===== src/rtl/shift_seq_ctrl_pkg.sv =====
// Shared types and mode encodings for the shift register sequencer.
package shift_seq_pkg;

   typedef enum logic [1:0] {
      IDLE  = 2'd0,
      LOAD  = 2'd1,
      SHIFT = 2'd2,
      DONE  = 2'd3
   } seq_state_t;

   localparam logic [1:0] MODE_HOLD  = 2'b00;
   localparam logic [1:0] MODE_RIGHT = 2'b01;
   localparam logic [1:0] MODE_LEFT  = 2'b10;
   localparam logic [1:0] MODE_LOAD  = 2'b11;

endpackage


===== src/rtl/shift_seq_ctrl_if.sv =====
// Command and datapath bundle of the shift sequencer.
// Optional abort/aborted pair present when SHIFT_SEQ_ABORT_EN is defined.
interface shift_seq_ctrl_if #(
   parameter int WIDTH = 4,
   parameter int CNT_W = $clog2(WIDTH + 1)
);
   logic             start;
   logic             dir;
   logic             rotate;
   logic [WIDTH-1:0] load_data;
   logic [CNT_W-1:0] shift_cnt;
   logic             ser_in;
   logic [WIDTH-1:0] q_fb;
   logic [1:0]       s;
   logic [WIDTH-1:0] din;
   logic             sin;
   logic             busy;
   logic             done;
   logic [WIDTH-1:0] result;
`ifdef SHIFT_SEQ_ABORT_EN
   logic             abort;
   logic             aborted;

   modport master (output start, dir, rotate, load_data, shift_cnt, ser_in, q_fb, abort,
                   input  s, din, sin, busy, done, result, aborted);
   modport slave  (input  start, dir, rotate, load_data, shift_cnt, ser_in, q_fb, abort,
                   output s, din, sin, busy, done, result, aborted);
`else
   modport master (output start, dir, rotate, load_data, shift_cnt, ser_in, q_fb,
                   input  s, din, sin, busy, done, result);
   modport slave  (input  start, dir, rotate, load_data, shift_cnt, ser_in, q_fb,
                   output s, din, sin, busy, done, result);
`endif
endinterface


===== src/rtl/shift_seq_ctrl_cnt.sv =====
// Loadable shift-count down-counter; load clamps to WIDTH, flags zero and last.
module shift_seq_cnt #(
   parameter int WIDTH = 4,
   parameter int CNT_W = $clog2(WIDTH + 1)
) (
   input  logic             clk,
   input  logic             rst_n,
   input  logic             load,
   input  logic [CNT_W-1:0] cnt_in,
   input  logic             dec,
   output logic             cnt_zero,
   output logic             cnt_last
);
   logic [CNT_W-1:0] cnt_q, cnt_d;

   // next count: clamp on load, saturating decrement otherwise
   always_comb begin
      cnt_d = cnt_q;
      if (load)
         cnt_d = (cnt_in > CNT_W'(WIDTH)) ? CNT_W'(WIDTH) : cnt_in;
      else if (dec && cnt_q != '0)
         cnt_d = cnt_q - CNT_W'(1);
   end

   // count register
   always_ff @(posedge clk or negedge rst_n) begin
      if (!rst_n) cnt_q <= '0;
      else        cnt_q <= cnt_d;
   end

   assign cnt_zero = (cnt_q == '0);
   assign cnt_last = (cnt_q == CNT_W'(1));
endmodule


===== src/rtl/shift_seq_ctrl.sv =====
// Sequencer for a universal shift register: LOAD, N x SHIFT, DONE per job.
// Config macro: SHIFT_SEQ_ABORT_EN adds abort input / aborted output.
module shift_seq_ctrl
   import shift_seq_pkg::*;
#(
   parameter int WIDTH = 4,
   parameter int CNT_W = $clog2(WIDTH + 1)
) (
   input logic            clk,
   input logic            rst_n,
   shift_seq_ctrl_if.slave bus
);
   seq_state_t       state_q, state_d;
   logic             dir_q, dir_d, rotate_q, rotate_d;
   logic [WIDTH-1:0] load_data_q, load_data_d, result_q, result_d;
   logic             cnt_zero, cnt_last, job_take, abort_hit;
   logic [1:0]       s_o;
   logic [WIDTH-1:0] din_o;
   logic             sin_o, busy_o, done_o;

   assign job_take = (state_q == IDLE) && bus.start;

`ifdef SHIFT_SEQ_ABORT_EN
   logic aborted_q, aborted_d;

   assign abort_hit = bus.abort && (state_q == LOAD || state_q == SHIFT);

   // aborted is high exactly in the DONE cycle reached through an abort
   always_comb aborted_d = abort_hit;

   // aborted flag register
   always_ff @(posedge clk or negedge rst_n) begin
      if (!rst_n) aborted_q <= 1'b0;
      else        aborted_q <= aborted_d;
   end

   assign bus.aborted = aborted_q;
`else
   assign abort_hit = 1'b0;
`endif

   shift_seq_cnt #(.WIDTH(WIDTH), .CNT_W(CNT_W)) u_cnt (
      .clk      (clk),
      .rst_n    (rst_n),
      .load     (job_take),
      .cnt_in   (bus.shift_cnt),
      .dec      (state_q == SHIFT),
      .cnt_zero (cnt_zero),
      .cnt_last (cnt_last)
   );

   // state register
   always_ff @(posedge clk or negedge rst_n) begin
      if (!rst_n) state_q <= IDLE;
      else        state_q <= state_d;
   end

   // next-state logic
   always_comb begin
      state_d = state_q;
      case (state_q)
         IDLE:    if (bus.start) state_d = LOAD;
         LOAD:    state_d = (abort_hit || cnt_zero) ? DONE : SHIFT;
         SHIFT:   if (abort_hit || cnt_last) state_d = DONE;
         DONE:    state_d = IDLE;
         default: state_d = IDLE;
      endcase
   end

   // output decode; the register acts on these at the next edge
   always_comb begin
      s_o    = MODE_HOLD;
      din_o  = '0;
      sin_o  = 1'b0;
      busy_o = 1'b0;
      done_o = 1'b0;
      case (state_q)
         LOAD: begin
            busy_o = 1'b1;
            din_o  = load_data_q;
            if (!abort_hit) s_o = MODE_LOAD;
         end
         SHIFT: begin
            busy_o = 1'b1;
            din_o  = bus.q_fb;
            sin_o  = rotate_q ? (dir_q ? bus.q_fb[WIDTH-1] : bus.q_fb[0]) : bus.ser_in;
            if (!abort_hit) s_o = dir_q ? MODE_LEFT : MODE_RIGHT;
         end
         DONE: begin
            busy_o = 1'b1;
            done_o = 1'b1;
         end
         default: ;
      endcase
   end

   // job latches and result capture
   always_comb begin
      dir_d       = dir_q;
      rotate_d    = rotate_q;
      load_data_d = load_data_q;
      result_d    = result_q;
      if (job_take) begin
         dir_d       = bus.dir;
         rotate_d    = bus.rotate;
         load_data_d = bus.load_data;
      end
      if (state_q == DONE) result_d = bus.q_fb;
   end

   // job field and result registers
   always_ff @(posedge clk or negedge rst_n) begin
      if (!rst_n) begin
         dir_q       <= 1'b0;
         rotate_q    <= 1'b0;
         load_data_q <= '0;
         result_q    <= '0;
      end else begin
         dir_q       <= dir_d;
         rotate_q    <= rotate_d;
         load_data_q <= load_data_d;
         result_q    <= result_d;
      end
   end

   assign bus.s      = s_o;
   assign bus.din    = din_o;
   assign bus.sin    = sin_o;
   assign bus.busy   = busy_o;
   assign bus.done   = done_o;
   assign bus.result = result_q;
endmodule

===== src/flat_wrapper.sv =====
// flat-port wrapper written by rule: the top's interface ports become plain ports
module shift_seq_ctrl_flat import shift_seq_pkg::*;
#(
   parameter int WIDTH = 4,
   parameter int CNT_W = $clog2(WIDTH + 1)
)
  (clk, rst_n, bus_start, bus_dir, bus_rotate, bus_load_data, bus_shift_cnt, bus_ser_in, bus_q_fb, bus_s, bus_din, bus_sin, bus_busy, bus_done, bus_result);
  shift_seq_ctrl_if #(.WIDTH(WIDTH), .CNT_W(CNT_W)) bus_i ();
  input logic clk;
  input logic rst_n;
  input wire logic [$bits(bus_i.start)-1:0] bus_start;
  input wire logic [$bits(bus_i.dir)-1:0] bus_dir;
  input wire logic [$bits(bus_i.rotate)-1:0] bus_rotate;
  input wire logic [$bits(bus_i.load_data)-1:0] bus_load_data;
  input wire logic [$bits(bus_i.shift_cnt)-1:0] bus_shift_cnt;
  input wire logic [$bits(bus_i.ser_in)-1:0] bus_ser_in;
  input wire logic [$bits(bus_i.q_fb)-1:0] bus_q_fb;
  output wire logic [$bits(bus_i.s)-1:0] bus_s;
  output wire logic [$bits(bus_i.din)-1:0] bus_din;
  output wire logic [$bits(bus_i.sin)-1:0] bus_sin;
  output wire logic [$bits(bus_i.busy)-1:0] bus_busy;
  output wire logic [$bits(bus_i.done)-1:0] bus_done;
  output wire logic [$bits(bus_i.result)-1:0] bus_result;
  assign bus_i.start = bus_start;
  assign bus_i.dir = bus_dir;
  assign bus_i.rotate = bus_rotate;
  assign bus_i.load_data = bus_load_data;
  assign bus_i.shift_cnt = bus_shift_cnt;
  assign bus_i.ser_in = bus_ser_in;
  assign bus_i.q_fb = bus_q_fb;
  assign bus_s = bus_i.s;
  assign bus_din = bus_i.din;
  assign bus_sin = bus_i.sin;
  assign bus_busy = bus_i.busy;
  assign bus_done = bus_i.done;
  assign bus_result = bus_i.result;
  shift_seq_ctrl #(.WIDTH(WIDTH), .CNT_W(CNT_W)) u_core (.clk(clk), .rst_n(rst_n), .bus(bus_i));
endmodule

===== config.mk =====
export PLATFORM = sky130hd
export DESIGN_NAME = shift_seq_ctrl_flat
export DESIGN_NICKNAME = d
export VERILOG_FILES = /design/src/rtl/shift_seq_ctrl_pkg.sv /design/src/rtl/shift_seq_ctrl_if.sv /design/src/rtl/shift_seq_ctrl_cnt.sv /design/src/rtl/shift_seq_ctrl.sv /design/src/flat_wrapper.sv
export SDC_FILE = /design/constraint.sdc
export NUM_CORES = 1
export LEC_CHECK = 0
export ABC_CLOCK_PERIOD_IN_PS = 2200
export BUFFER_PORTS_ARGS = -buffer_cell sky130_fd_sc_hd__buf_2
export CAP_MARGIN = 20
export CORE_ASPECT_RATIO = 1.2
export CORE_MARGIN = 2
export CORE_UTILIZATION = 53
export DETAILED_ROUTE_END_ITERATION = 6
export GPL_ROUTABILITY_DRIVEN = 0
export PLACE_DENSITY = 0.88
export SLEW_MARGIN = 0
export SYNTH_ARGS = -nofsm -noshare
export SYNTH_HDL_FRONTEND = slang
export SYNTH_HIERARCHICAL = 1
export SYNTH_SLANG_ARGS = --single-unit
export TNS_END_PERCENT = 50

===== constraint.sdc =====
create_clock -name clk -period 2.2 [get_ports clk]
set_input_delay 0.22 -clock clk [delete_from_list [all_inputs] [get_ports clk]]
set_output_delay 0.22 -clock clk [all_outputs]
set_load 0.03 [all_outputs]

# [After elaboration in Yosys (flattened, before gate mapping)]
# Cells that the tools add are included.
[word_totals] ff_bits=15 output_inout_bits=13
[op_classes] n_addsub=1 magnitude_cmp=1 n_eq_ne=6 n_mux=15 n_reduce_logical=8
[op_table] operator="two-way mux 3 bit" n=3
[op_table] operator="one-hot mux 2 bit (4 select lines)" n=1
[op_table] operator="one-hot mux 4 bit (2 select lines)" n=1
[op_table] operator="two-way mux 1 bit" n=6
[op_table] operator="two-way mux 2 bit" n=3
[op_table] operator="== test 2 bit (second input constant)" n=2
[op_table] operator="one-hot mux 2 bit (2 select lines)" n=1
[op_table] operator="== test 3 x 1 -> 1 bit (second input constant)" n=1
[op_table] operator="greater-than comparator 3 bit (second input constant)" n=1
[op_table] operator="zero test 3 bit" n=1
[op_table] operator="nonzero test 3 bit" n=1
[op_table] operator="OR reduction 3 bit" n=1
[op_table] operator="subtractor 3 x 1 -> 3 bit (second input constant)" n=1
[op_table] operator="== test 2 x 1 -> 1 bit (second input constant)" n=1
[op_table] operator="logical AND 1 bit" n=2
[op_table] operator="zero test 2 bit" n=1
[op_table] operator="inequality test 2 x 1 -> 1 bit (second input constant)" n=1
[op_table] operator="inequality test 2 bit (second input constant)" n=1
[op_table] operator="AND reduction 2 bit" n=1
[op_table] operator="nonzero test 2 bit" n=1

# [Longest topological paths before layout]
[logic_depth] ltp_word=4 ltp_mapped=7 depth_no_buf=7

# [By module]
# The synthesis kept the hierarchy.
[by_module_without_submodules] mod="shift_seq_ctrl" n_inst=1 cells_per_inst=56 area_each_um2=709.4 seq_area_each_um2=300.3
[by_module_without_submodules] mod="shift_seq_cnt" n_inst=1 cells_per_inst=25 area_each_um2=226.5 seq_area_each_um2=75.1

# [Worst setup path after synthesis]
# No wires, ideal clock.
[synth_path] path_kind="reg2out" start="reg u_core.state_q[0]" end="out bus_din[0]" arrival_ns=1.382 t_required_ns=1.980 path_slack_ns=0.598 path_stages_with_launch=5 n_path_buf=0 path_cell_list="dfrtp_1 > inv_1 > ha_1 > a22oi_1 > nor2b_1"
[synth_between] elab_chain_cells=2
[synth_rtl] element="start: declaration" line="shift_seq_ctrl.sv:13" rtl="seq_state_t state_q, state_d;"
[synth_rtl] element="start signal: assignment" line="shift_seq_ctrl.sv:55" rtl="else state_q <= state_d;"
[synth_rtl] element="== test 2 bit / == test 2 x 1 -> 1 bit (equally long branches)" line="shift_seq_ctrl.sv:77" rtl="case (state_q)"
[synth_rtl] element="one-hot mux 4 bit (2 select lines) *" line="shift_seq_ctrl.sv:77"
[synth_rtl] element="end: declaration" line="flat_wrapper.sv:19" rtl="output wire logic [$bits(bus_i.din)-1:0] bus_din;"
# Every way passes the cells marked *; elsewhere a longest branch is shown, timed or not.

# [Worst setup path after layout]
[layout_path] start="reg u_core.state_q[0]" end="out bus_din[1]"
# The elaborated chain is that of the path after synthesis.

==> flow_results.org <==
** Run status
- The run finished with clean final reports.

** Setup path
- CP Capture Type :: primary output
- The worst setup path is of the flip-flop to primary output kind.
- Grouping stages by cell kind, the critical path spends the most delay in flip-flops.
- Nature of the critical path startpoint :: flip-flop
- Cell with the biggest individual delay on the critical path :: dfrtp_1
- Critical-path maximum fanout :: 9
- WP data required :: 1.98 ns
- STA puts the critical path data arrival time at 1.67 ns.
- For this run, the slowest stage of the critical path takes 0.43 ns.
- Counting both buffers and inverters, the worst setup path holds a total of 2.
- Worst path cell trace :: inv_1 > ha_1 > a22oi_1 > nor2b_1 > buf_2

** Clock tree
- Total setup buffers inserted after CTS :: 0
- Clock Latency Late Sink :: 0.28 ns
- Post-CTS clock slew at the launch and capture registers of the worst setup and hold paths :: 0.08 ns
- Inserted Clock Buffers :: 3
- No sink is reached through more buffers than the 2 on the longest clock path.
- TritonCTS clock tree :: done
- The cell sitting at the root of the clock tree is a clkbuf_4.
- Buffers inserted to repair hold after CTS numbered 1.
- In this run the number of H-tree levels came out at 1.
- Number of clock sinks :: 15
- CTS-repair resized insts :: 0

** Logic synthesis
- The share of synthesized area in the top cell type comes to 40.1%.
- In this run, distinct cell masters in the synthesized netlist total 26.
- Portion of the post-synthesis area used by sequential elements :: 40.1%
- Post-synth net total :: 107
- The synthesized design spends more area on one cell type than any other, namely dfrtp_1.
- Synthesis handed over a netlist of 81 instances.
- Register bit total from synthesis :: 15
- The Yosys step of the flow raised 6 warnings.
- In this run the mean area of a mapped cell was 11.6 sq um.
- The mapped netlist covers 936 sq um.
- Ranked by total cell area, the synthesized netlist is headed by dfrtp_1 (40%), ha_1 (12%), mux2_4 (11%).

** Power and ir drop
- IR drop worst, VDD :: 0.786 mV
- Net Sw Frac :: 46.3%
- Switching Power :: 877 uW
- Of the total power, registers draw 28.1%.
- Portion of total power attributed to the clock network :: 8.3%
- Combinational logic is responsible for 63.7% of the overall power.
- The analysis attributes to cell leakage a power of 0.619 nW.
- Dividing total power by cell area gives a power density of 1660 nW/um^2.
- Cell internal power dissipation :: 1.02 mW
- Final Total Pwr :: 1.89 mW

** Floorplanning
- From left edge to right edge, the die measures 42.4 um.
- The die is 50.0 um tall.
- Count of pins on the block boundary :: 30
- The floorplan step defined a die boundary enclosing 2120 sq um.
- Number of rows created at floorplan :: 16
- Starting density of the core :: 57.0%
- The core region is 1640 sq um.

** Routing
- Post-DRT Antenna Nets :: 0
- Dividing the detail-routed via count by the number of cells gives 5.29.
- Detailed-route wire length per cell :: 13.5 um
- For this block, the initial DRC count from the detailed router was 5.
- The first detailed-routing pass took 4 iterations.
- Number of design rule violations left after detail routing :: 0
- The final layout contains routed wiring with a total length of 1.80 mm.
- The detailed router placed 704 vias in this run.

** Layout
- Share of final-layout standard cells stronger than drive strength 1 :: 40.9%
- The top cell types in the final layout, fill and taps aside, are buf_2 (29), dfrtp_1 (15), ha_1 (9), mux2_4 (7).
- Total number of nets in the final design :: 142
- Layout fillers :: 133
- P&R area growth vs syn :: 21.9%
- Leaving out fill and tap cells, the most frequent cell in the layout is buf_2.
- Area of all sequential standard cells :: 375 sq um
- Summing all multi-input logic gate instances after layout gives 534 sq um.
- Ant diodes :: 0

** Timing
- Final-report max-slew violation count :: 0
- Headroom to the max-slew limit came out at 77.5%.
- Setup violations remaining at the end of the flow were counted as 0.
- Maximum clock frequency :: 529 MHz
- Across the routed clock network, the largest skew measured is 0.00919 ns.
- RSZ-0062 raised after global routing :: no
- The worst path needs 1.89 ns of the cycle, external delays included.
- Of the available clock period, the critical path in the final layout requires 85.9%.
- Number of hold violations in the final report :: 0
- Worst Max-Slew Pin Slew :: 0.338 ns
- Setup total negative slack on the finished layout was measured at 0 ns.

** Placement
- Count of input and output buffers :: 29
- Detailed placer's ending HPWL :: 1.45 mm

** GRT
- The initial antenna violation count was 0.
- Global routing finished with a remaining overflow of 0.
- Overall fraction of global-route tracks in use :: 19.0%
- Pin count of the biggest net entering global routing :: 16
- The number of global-route vias before repair came to 688.
- Global-route wire length before repair :: 3.04 mm

** Hold path
- The path class of the tightest hold or removal check is input pin to flip-flop.

** Job
- Across the run, the number of max-cap violations was 0.
[stage by stage]
stage	cells	setup slack (ns)	util (%)	hold WS, ns	area, sq um
floorplan	81	0.598	-	-0.0756	936
CTS	133	0.304	69.5	0.139	1140
finish	133	0.310	69.5	0.147	1140
global route	133	0.192	69.5	0.138	1140
detailed placement	128	0.635	67.2	0.143	1100
global placement	128	0.667	67.2	0.141	1100
[registers in the layout, indices dropped and copies added, names as in the netlist]
signal / count
u_core/bus.result: 4
u_core/state_q: 2
u_core/load_data_q: 4
u_core/rotate_q: 1
u_core/dir_q: 1
u_core/u_cnt/cnt_q: 3
[cell families (layout without fill, tap and decap cells)]
kind of cell	after synthesis	count (layout)	synth area share (%)
simple gates	22	22	15.4
compound gates	15	15	11.5
flops	15	15	40.1
mux	13	13	18.2
fa+ha+maj	9	9	12.0
buf+inv	7	41	2.81
[cell usage after synthesis]
master / instances
nand3_1: 2
inv_1: 6
o211a_1: 1
dfrtp_1: 15
nand2b_4: 2
mux2_1: 4
ha_1: 9
a31o_1: 2
nor2b_1: 6
nand3b_1: 1
nor2_1: 3
o22ai_1: 1
a211o_1: 1
nand2_2: 1
and2b_2: 1
nand2_1: 4
a22oi_1: 4
mux2_4: 7
inv_2: 1
nand2_4: 1
nand2b_2: 1
a21oi_1: 3
o21a_1: 1
o31ai_1: 1
mux2i_1: 2
o21ai_0: 1
[area by class of cell]
class | count | share of cell area [%]
clock buffer | 3 | 1.97
tap | 18 | 1.97
multi-input combinational | 59 | 46.8
sequential | 15 | 32.9
clock inverter | 1 | 0.439
inverter | 7 | 2.30
timing repair buffer | 30 | 13.6
[power by group through the flow]
stage / registers, mW / logic [mW] / clock network [mW]
2_1_floorplan: 0.583 / 0.885 / 0
6_report: 0.531 / 1.21 / 0.156
3_5_place_dp: 0.538 / 1.21 / 0
4_1_cts: 0.532 / 1.22 / 0.165
5_1_grt: 0.555 / 1.30 / 0.180
3_3_place_gp: 0.526 / 1.19 / 0
[final timing paths]
| path | start | to | depth (start not counted) | slack, ns |
|---|---|---|---|---|
| max | u_core/state_q[0] | bus_din[1] | 5 | 0.31 |
| max in group asynchronous | rst_n | u_core/u_cnt/cnt_q[2] | 2 | 1.59 |
| min | bus_shift_cnt[2] | u_core/u_cnt/cnt_q[1] | 2 | 0.15 |
| max reg2reg | u_core/state_q[0] | u_core/u_cnt/cnt_q[1] | 6 | 0.71 |
| min in group asynchronous | rst_n | u_core/bus.result[1] | 2 | 0.36 |
| min reg2reg | u_core/bus.result[2] | u_core/bus.result[2] | 1 | 0.49 |
[routing by layer]
layer  track usage, %  wire length, um  vias up
met2             33.8              971       19
met1             22.4              722      329
met5                0                0        -
met4             7.81                8        0
met3             2.56               96        2
li1                 -                -      354
Note: power is estimated with default switching activity, not from simulation.
